`src/rtl/inst_queue.sv`:
```
// Two-wide in / two-wide out instruction queue: circular buffer with
// first-word-fall-through read lanes, occupancy counter and status flags.
module inst_queue #(
  parameter int DATA_W    = 64,
  parameter int DEPTH     = 16,
  parameter int LOG_DEPTH = 4,
  parameter int NF_SLACK  = 4
) (
  input  logic                 clk,
  input  logic                 rst,
  input  logic                 flush,
  input  logic                 in_valid,
  input  logic [1:0]           in_cnt,
  input  logic [DATA_W-1:0]    in_data0,
  input  logic [DATA_W-1:0]    in_data1,
  output logic                 in_ready,
  output logic [DATA_W-1:0]    out_data0,
  output logic [DATA_W-1:0]    out_data1,
  output logic                 out_vld0,
  output logic                 out_vld1,
  input  logic [1:0]           pop_cnt,
  output logic [LOG_DEPTH:0]   count,
  output logic                 empty,
  output logic                 nearly_full
);

  localparam logic [LOG_DEPTH:0]   ZERO_CNT = {(LOG_DEPTH+1){1'b0}};
  localparam logic [LOG_DEPTH:0]   TWO_CNT  = {{(LOG_DEPTH-1){1'b0}}, 2'd2};
  localparam logic [LOG_DEPTH-1:0] ZERO_PTR = {LOG_DEPTH{1'b0}};
  localparam logic [LOG_DEPTH-1:0] ONE_PTR  = {{(LOG_DEPTH-1){1'b0}}, 1'b1};

  logic [DATA_W-1:0]    mem [DEPTH];
  logic [LOG_DEPTH-1:0] rptr_r;
  logic [LOG_DEPTH-1:0] wptr_r;
  logic [LOG_DEPTH-1:0] rptr_p1_s;
  logic [LOG_DEPTH-1:0] wptr_p1_s;
  logic [LOG_DEPTH:0]   count_r;
  logic [LOG_DEPTH:0]   count_next_s;
  logic [1:0]           in_cnt_s;
  logic [1:0]           pop_req_s;
  logic [1:0]           push_n_s;
  logic [1:0]           pop_n_s;
  logic                 in_ready_r;
  logic                 empty_r;
  logic                 nf_r;
  logic                 vld0_r;
  logic                 vld1_r;

  function automatic logic ready_of(input logic [LOG_DEPTH:0] c);
    return int'(c) <= (DEPTH - 32'sd2);
  endfunction

  function automatic logic nf_of(input logic [LOG_DEPTH:0] c);
    return (DEPTH - int'(c)) <= NF_SLACK;
  endfunction

  assign rptr_p1_s = rptr_r + ONE_PTR;
  assign wptr_p1_s = wptr_r + ONE_PTR;

  // Clip request widths to the two physical lanes.
  always_comb begin
    case (in_cnt)
      2'd3:    in_cnt_s = 2'd2;
      default: in_cnt_s = in_cnt;
    endcase
    case (pop_cnt)
      2'd3:    pop_req_s = 2'd2;
      default: pop_req_s = pop_cnt;
    endcase
  end

  // Accepted push/pop amounts; pops never exceed occupancy.
  always_comb begin
    if (in_valid && in_ready_r && !flush) begin
      push_n_s = in_cnt_s;
    end else begin
      push_n_s = 2'd0;
    end
    if (flush) begin
      pop_n_s = 2'd0;
    end else if ({{(LOG_DEPTH-1){1'b0}}, pop_req_s} > count_r) begin
      pop_n_s = count_r[1:0];
    end else begin
      pop_n_s = pop_req_s;
    end
  end

  // Next occupancy; flush empties the queue regardless of traffic.
  always_comb begin
    if (flush) begin
      count_next_s = ZERO_CNT;
    end else begin
      count_next_s = count_r + {{(LOG_DEPTH-1){1'b0}}, push_n_s}
                             - {{(LOG_DEPTH-1){1'b0}}, pop_n_s};
    end
  end

  // Pointers, occupancy and flags registered from the next occupancy.
  always_ff @(posedge clk) begin
    if (rst) begin
      rptr_r     <= ZERO_PTR;
      wptr_r     <= ZERO_PTR;
      count_r    <= ZERO_CNT;
      in_ready_r <= 1'b1;
      empty_r    <= 1'b1;
      nf_r       <= nf_of(ZERO_CNT);
      vld0_r     <= 1'b0;
      vld1_r     <= 1'b0;
    end else begin
      if (flush) begin
        rptr_r <= ZERO_PTR;
        wptr_r <= ZERO_PTR;
      end else begin
        rptr_r <= rptr_r + {{(LOG_DEPTH-2){1'b0}}, pop_n_s};
        wptr_r <= wptr_r + {{(LOG_DEPTH-2){1'b0}}, push_n_s};
      end
      count_r    <= count_next_s;
      in_ready_r <= ready_of(count_next_s);
      empty_r    <= (count_next_s == ZERO_CNT);
      nf_r       <= nf_of(count_next_s);
      vld0_r     <= (count_next_s != ZERO_CNT);
      vld1_r     <= (count_next_s >= TWO_CNT);
    end
  end

  // Storage has no reset; nothing reads an entry before it is written.
  always_ff @(posedge clk) begin
    if (!rst && push_n_s != 2'd0) begin
      mem[wptr_r] <= in_data0;
    end
    if (!rst && push_n_s == 2'd2) begin
      mem[wptr_p1_s] <= in_data1;
    end
  end

  assign out_data0   = vld0_r ? mem[rptr_r]    : {DATA_W{1'b0}};
  assign out_data1   = vld1_r ? mem[rptr_p1_s] : {DATA_W{1'b0}};
  assign out_vld0    = vld0_r;
  assign out_vld1    = vld1_r;
  assign in_ready    = in_ready_r;
  assign count       = count_r;
  assign empty       = empty_r;
  assign nearly_full = nf_r;

  inst_queue_chk #(
    .DEPTH     (DEPTH),
    .LOG_DEPTH (LOG_DEPTH)
  ) u_chk (
    .clk      (clk),
    .rst      (rst),
    .count    (count_r),
    .in_ready (in_ready_r)
  );

endmodule

module inst_queue_chk #(
  parameter int DEPTH     = 16,
  parameter int LOG_DEPTH = 4
) (
  input logic                 clk,
  input logic                 rst,
  input logic [LOG_DEPTH:0]   count,
  input logic                 in_ready
);

  localparam logic [LOG_DEPTH:0] FULL_CNT = DEPTH[LOG_DEPTH:0];

  a_full_not_ready: assert property (@(posedge clk) disable iff (rst)
    (count == FULL_CNT) |-> !in_ready);

  a_no_overflow: assert property (@(posedge clk) disable iff (rst)
    count <= FULL_CNT);

endmodule

```
`config.mk`:
```
export PLATFORM = sky130hd
export DESIGN_NAME = inst_queue
export DESIGN_NICKNAME = d
export VERILOG_FILES = /design/src/rtl/inst_queue.sv
export SDC_FILE = /design/constraint.sdc
export NUM_CORES = 2
export LEC_CHECK = 0
export BUFFER_PORTS_ARGS = -buffer_cell sky130_fd_sc_hd__buf_2
export CAP_MARGIN = 20
export CELL_PAD_IN_SITES_DETAIL_PLACEMENT = 0
export CELL_PAD_IN_SITES_GLOBAL_PLACEMENT = 1
export CORE_ASPECT_RATIO = 0.7
export CORE_MARGIN = 2
export CORE_UTILIZATION = 45
export CTS_BUF_LIST = sky130_fd_sc_hd__clkbuf_16
export CTS_CLUSTER_SIZE = 24
export DETAILED_ROUTE_END_ITERATION = 8
export PLACE_DENSITY = 0.79
export REMOVE_ABC_BUFFERS = 1
export SLEW_MARGIN = 20
export SYNTH_ARGS = -nofsm -noshare
export SYNTH_HDL_FRONTEND = slang
export SYNTH_SLANG_ARGS = --single-unit
```
`constraint.sdc`:
```
create_clock -name clk -period 8.3 [get_ports clk]
set_input_delay 1.66 -clock clk [delete_from_list [all_inputs] [get_ports clk]]
set_output_delay 1.66 -clock clk [all_outputs]
set_load 0.05 [all_outputs]
```
==> flow_metrics.env <==
export IMPL_wl_met3_mm=20.3
export IMPL_firstDrtPassIters=5
export IMPL_crit_arrival_ps=4430
export IMPL_grt_pass1_vias=38200
export IMPL_status="complete, no violations"
export IMPL_vias_per_cell=6.69
export IMPL_holdBufCountCts=0
export IMPL_ys_ff_latch=1042
export IMPL_vias=37900
export IMPL_tns_ps=0
export IMPL_setup_violations=0
export IMPL_layout_drive_gt1_share_pct=55.4
export IMPL_clk_pin_slew_worst_paths_ps=60
export IMPL_max_slew_worst_pin_slew_ps=1170
export IMPL_rows=113
export IMPL_port_buffer_count=273
export IMPL_hold_path_class="flop to flop"
export IMPL_syn_area_per_cell_um2=16.5
export IMPL_ios=274
export IMPL_fin_crit_sh_pct=73.4
export IMPL_place_hpwl_mm=106
export IMPL_leakage_uw=0.0213
export IMPL_fin_util_pct=49.7
export IMPL_finalCriticalPeriod_ps=6090
export IMPL_seq_area_frac_synth_pct=50.6
export IMPL_yosys_area_top_type="edfxtp_1"
export IMPL_die_w_um=446
export IMPL_async_flop_share_pct=0
export IMPL_highest_layer="met5"
export IMPL_hold_slack_ps=636
export IMPL_ys_types=43
export IMPL_synth_flop_cell="edfxtp_1"
export IMPL_rrSetupSlack_ps=4230
export IMPL_dpl_cell_count=5454
export IMPL_multi_input_area_um2=28400
export IMPL_timing_fmax_mhz=164
export IMPL_grt_pass1_wl_mm=281
export IMPL_wl_met2_mm=89.9
export IMPL_ys_warn_count=0
export IMPL_vdd_drop_max_mv=0.165
export IMPL_grt_overflow=0
export IMPL_hold_viol_final=0
export IMPL_cts_buffers=105
export IMPL_fin_nets=3935
export IMPL_die_area_um2=140000
export IMPL_layout_common_cells="1024 x edfxtp_1, 1010 x mux2_2, 576 x mux4_2"
export IMPL_drtIter0Drc=4939
export IMPL_root_buffer="clkbuf_16"
export IMPL_cts_resized=0
export IMPL_post_drt_wl_per_cell_um=34.4
export IMPL_syn_to_final_growth_pct=9.58
export IMPL_slew_violations=0
export IMPL_netlist_area_um2=61500
export IMPL_rsz0062_at_grt="no"
export IMPL_postRouteAntennaNets=0
export IMPL_stdcell_count=5660
export IMPL_crit_path_max_fanout=48
export IMPL_core_area_um2=136000
export IMPL_syn_inst=3727
export IMPL_wl_met1_mm=77.7
export IMPL_drc=0
export IMPL_skew_ps=21.6
export IMPL_place_area_um2=64000
export IMPL_synth_edff_count=1024
export IMPL_wirelength_mm=195
export IMPL_stdcell_area_um2=67400
export IMPL_start_util_pct=45.3
export IMPL_startpoint_type="flop"
export IMPL_crit_type="flop to output port"
export IMPL_synthTopCellsByArea="edfxtp_1 50%, mux4_2 21%, mux2_2 18%, nand2_1 1.6%, buf_6 1.3%"
export IMPL_clockBufferDepth=3
export IMPL_p_per_area_nw_per_um2=194
export IMPL_place_congestion=0.830
export IMPL_worstPathRequired_ps=6640
export IMPL_cts_tree="built"
export IMPL_layout_commonest_cell="edfxtp_1"
export IMPL_regArea_um2=31100
export IMPL_netlist_area_leader_share_pct=50.0
export IMPL_cts_sinks=1042
export IMPL_maxCapViolCount=0
export IMPL_postCtsSetupBuffers=0
export IMPL_antenna_found_initial=36
export IMPL_endpoint_kind="output port"
export IMPL_grt_start_max_net_pins=124
export IMPL_filler_cell_count=11300
export IMPL_slew_headroom_pct=22.0
export IMPL_track_usage_pct=27.7
export IMPL_die_h_um=313
export IMPL_worstSkewPairLatency_ps=730
export IMPL_cts_htree_levels=3
Yosys cell counts (2+ instances only):
cell	n
a21o_1	2
a21oi_1	5
and2_1	67
and3_1	65
buf_1	90
buf_2	77
buf_4	18
buf_6	70
clkbuf_1	162
dfxtp_1	18
edfxtp_1	1024
fa_1	4
ha_1	15
inv_1	19
mux2_1	15
mux2_2	1010
mux2i_1	2
mux4_2	576
nand2_1	267
nand2_2	2
nand2b_1	4
nand3_1	67
nand3b_1	64
nand4_1	2
nor2_1	21
nor2_2	11
nor2_4	5
nor2b_1	6
o21ai_0	4
o22ai_1	11
or2_2	4
or4b_2	2
xnor2_1	4
xor2_1	5
logic make-up after synthesis:
group / Yosys count / synth area share, %
fa+ha+maj: 19 / 0.435
buf+inv: 436 / 3.78
xor+xnor: 9 / 0.128
compound gates: 28 / 0.297
flops: 1042 / 50.6
mux: 1603 / 39.9
simple gates: 590 / 4.92
through the flow:
step	setup slack, ps	total power, uW
global route	2020	13500
finish	2210	13100
global placement	2810	8420
detailed placement	2720	8440
CTS	1930	13100
floorplan	-16730	8110
worst max-delay path, cell delays in order, from the launching register on:
cell and delay [ps]:
dfxtp_4 750, buf_4 610, nand3_1 300, xor2_4 210
buf_4 380, buf_4 630, nand3b_1 190, and3_1 270
buf_2 310
routing by layer:
layer	vias up	GRT usage [%]
met5	-	0
met4	28	9.38
met3	412	6.38
met2	2317	42.6
met1	19900	39.2
li1	15200	-
cell type report:
class | instances | area share (%)
sequential | 1042 | 46.2
multi-input combinational | 2249 | 42.2
clock buffer | 107 | 3.97
tap | 1782 | 3.31
timing repair buffer | 363 | 3.28
clock inverter | 83 | 0.948
inverter | 19 | 0.106
antenna | 15 | 0.0557
worst paths after layout:
| kind | startpoint | to | cells after the start |
|---|---|---|---|
| max reg2reg | count[1] | nearly_full | 17 |
| min reg2reg | wptr_r[3] | wptr_r[3] | 2 |
| max | rptr_r[1] | out_data1[6] | 8 |
| min | wptr_r[3] | wptr_r[3] | 2 |
where the power goes:
part	total, uW	internal, uW	switching (uW)
Sequential	5920	5830	86.2
Clock	4760	2610	2150
Combinational	2410	885	1520
Total	13100	9330	3760
registers in the layout, indices dropped and copies added, names as in the netlist:
register     cells
out_vld0         1
in_ready         1
mem           1024
out_vld1         1
nearly_full      1
wptr_r           4
empty            1
count            5
rptr_r           4
(Power assumes the default switching activity.)
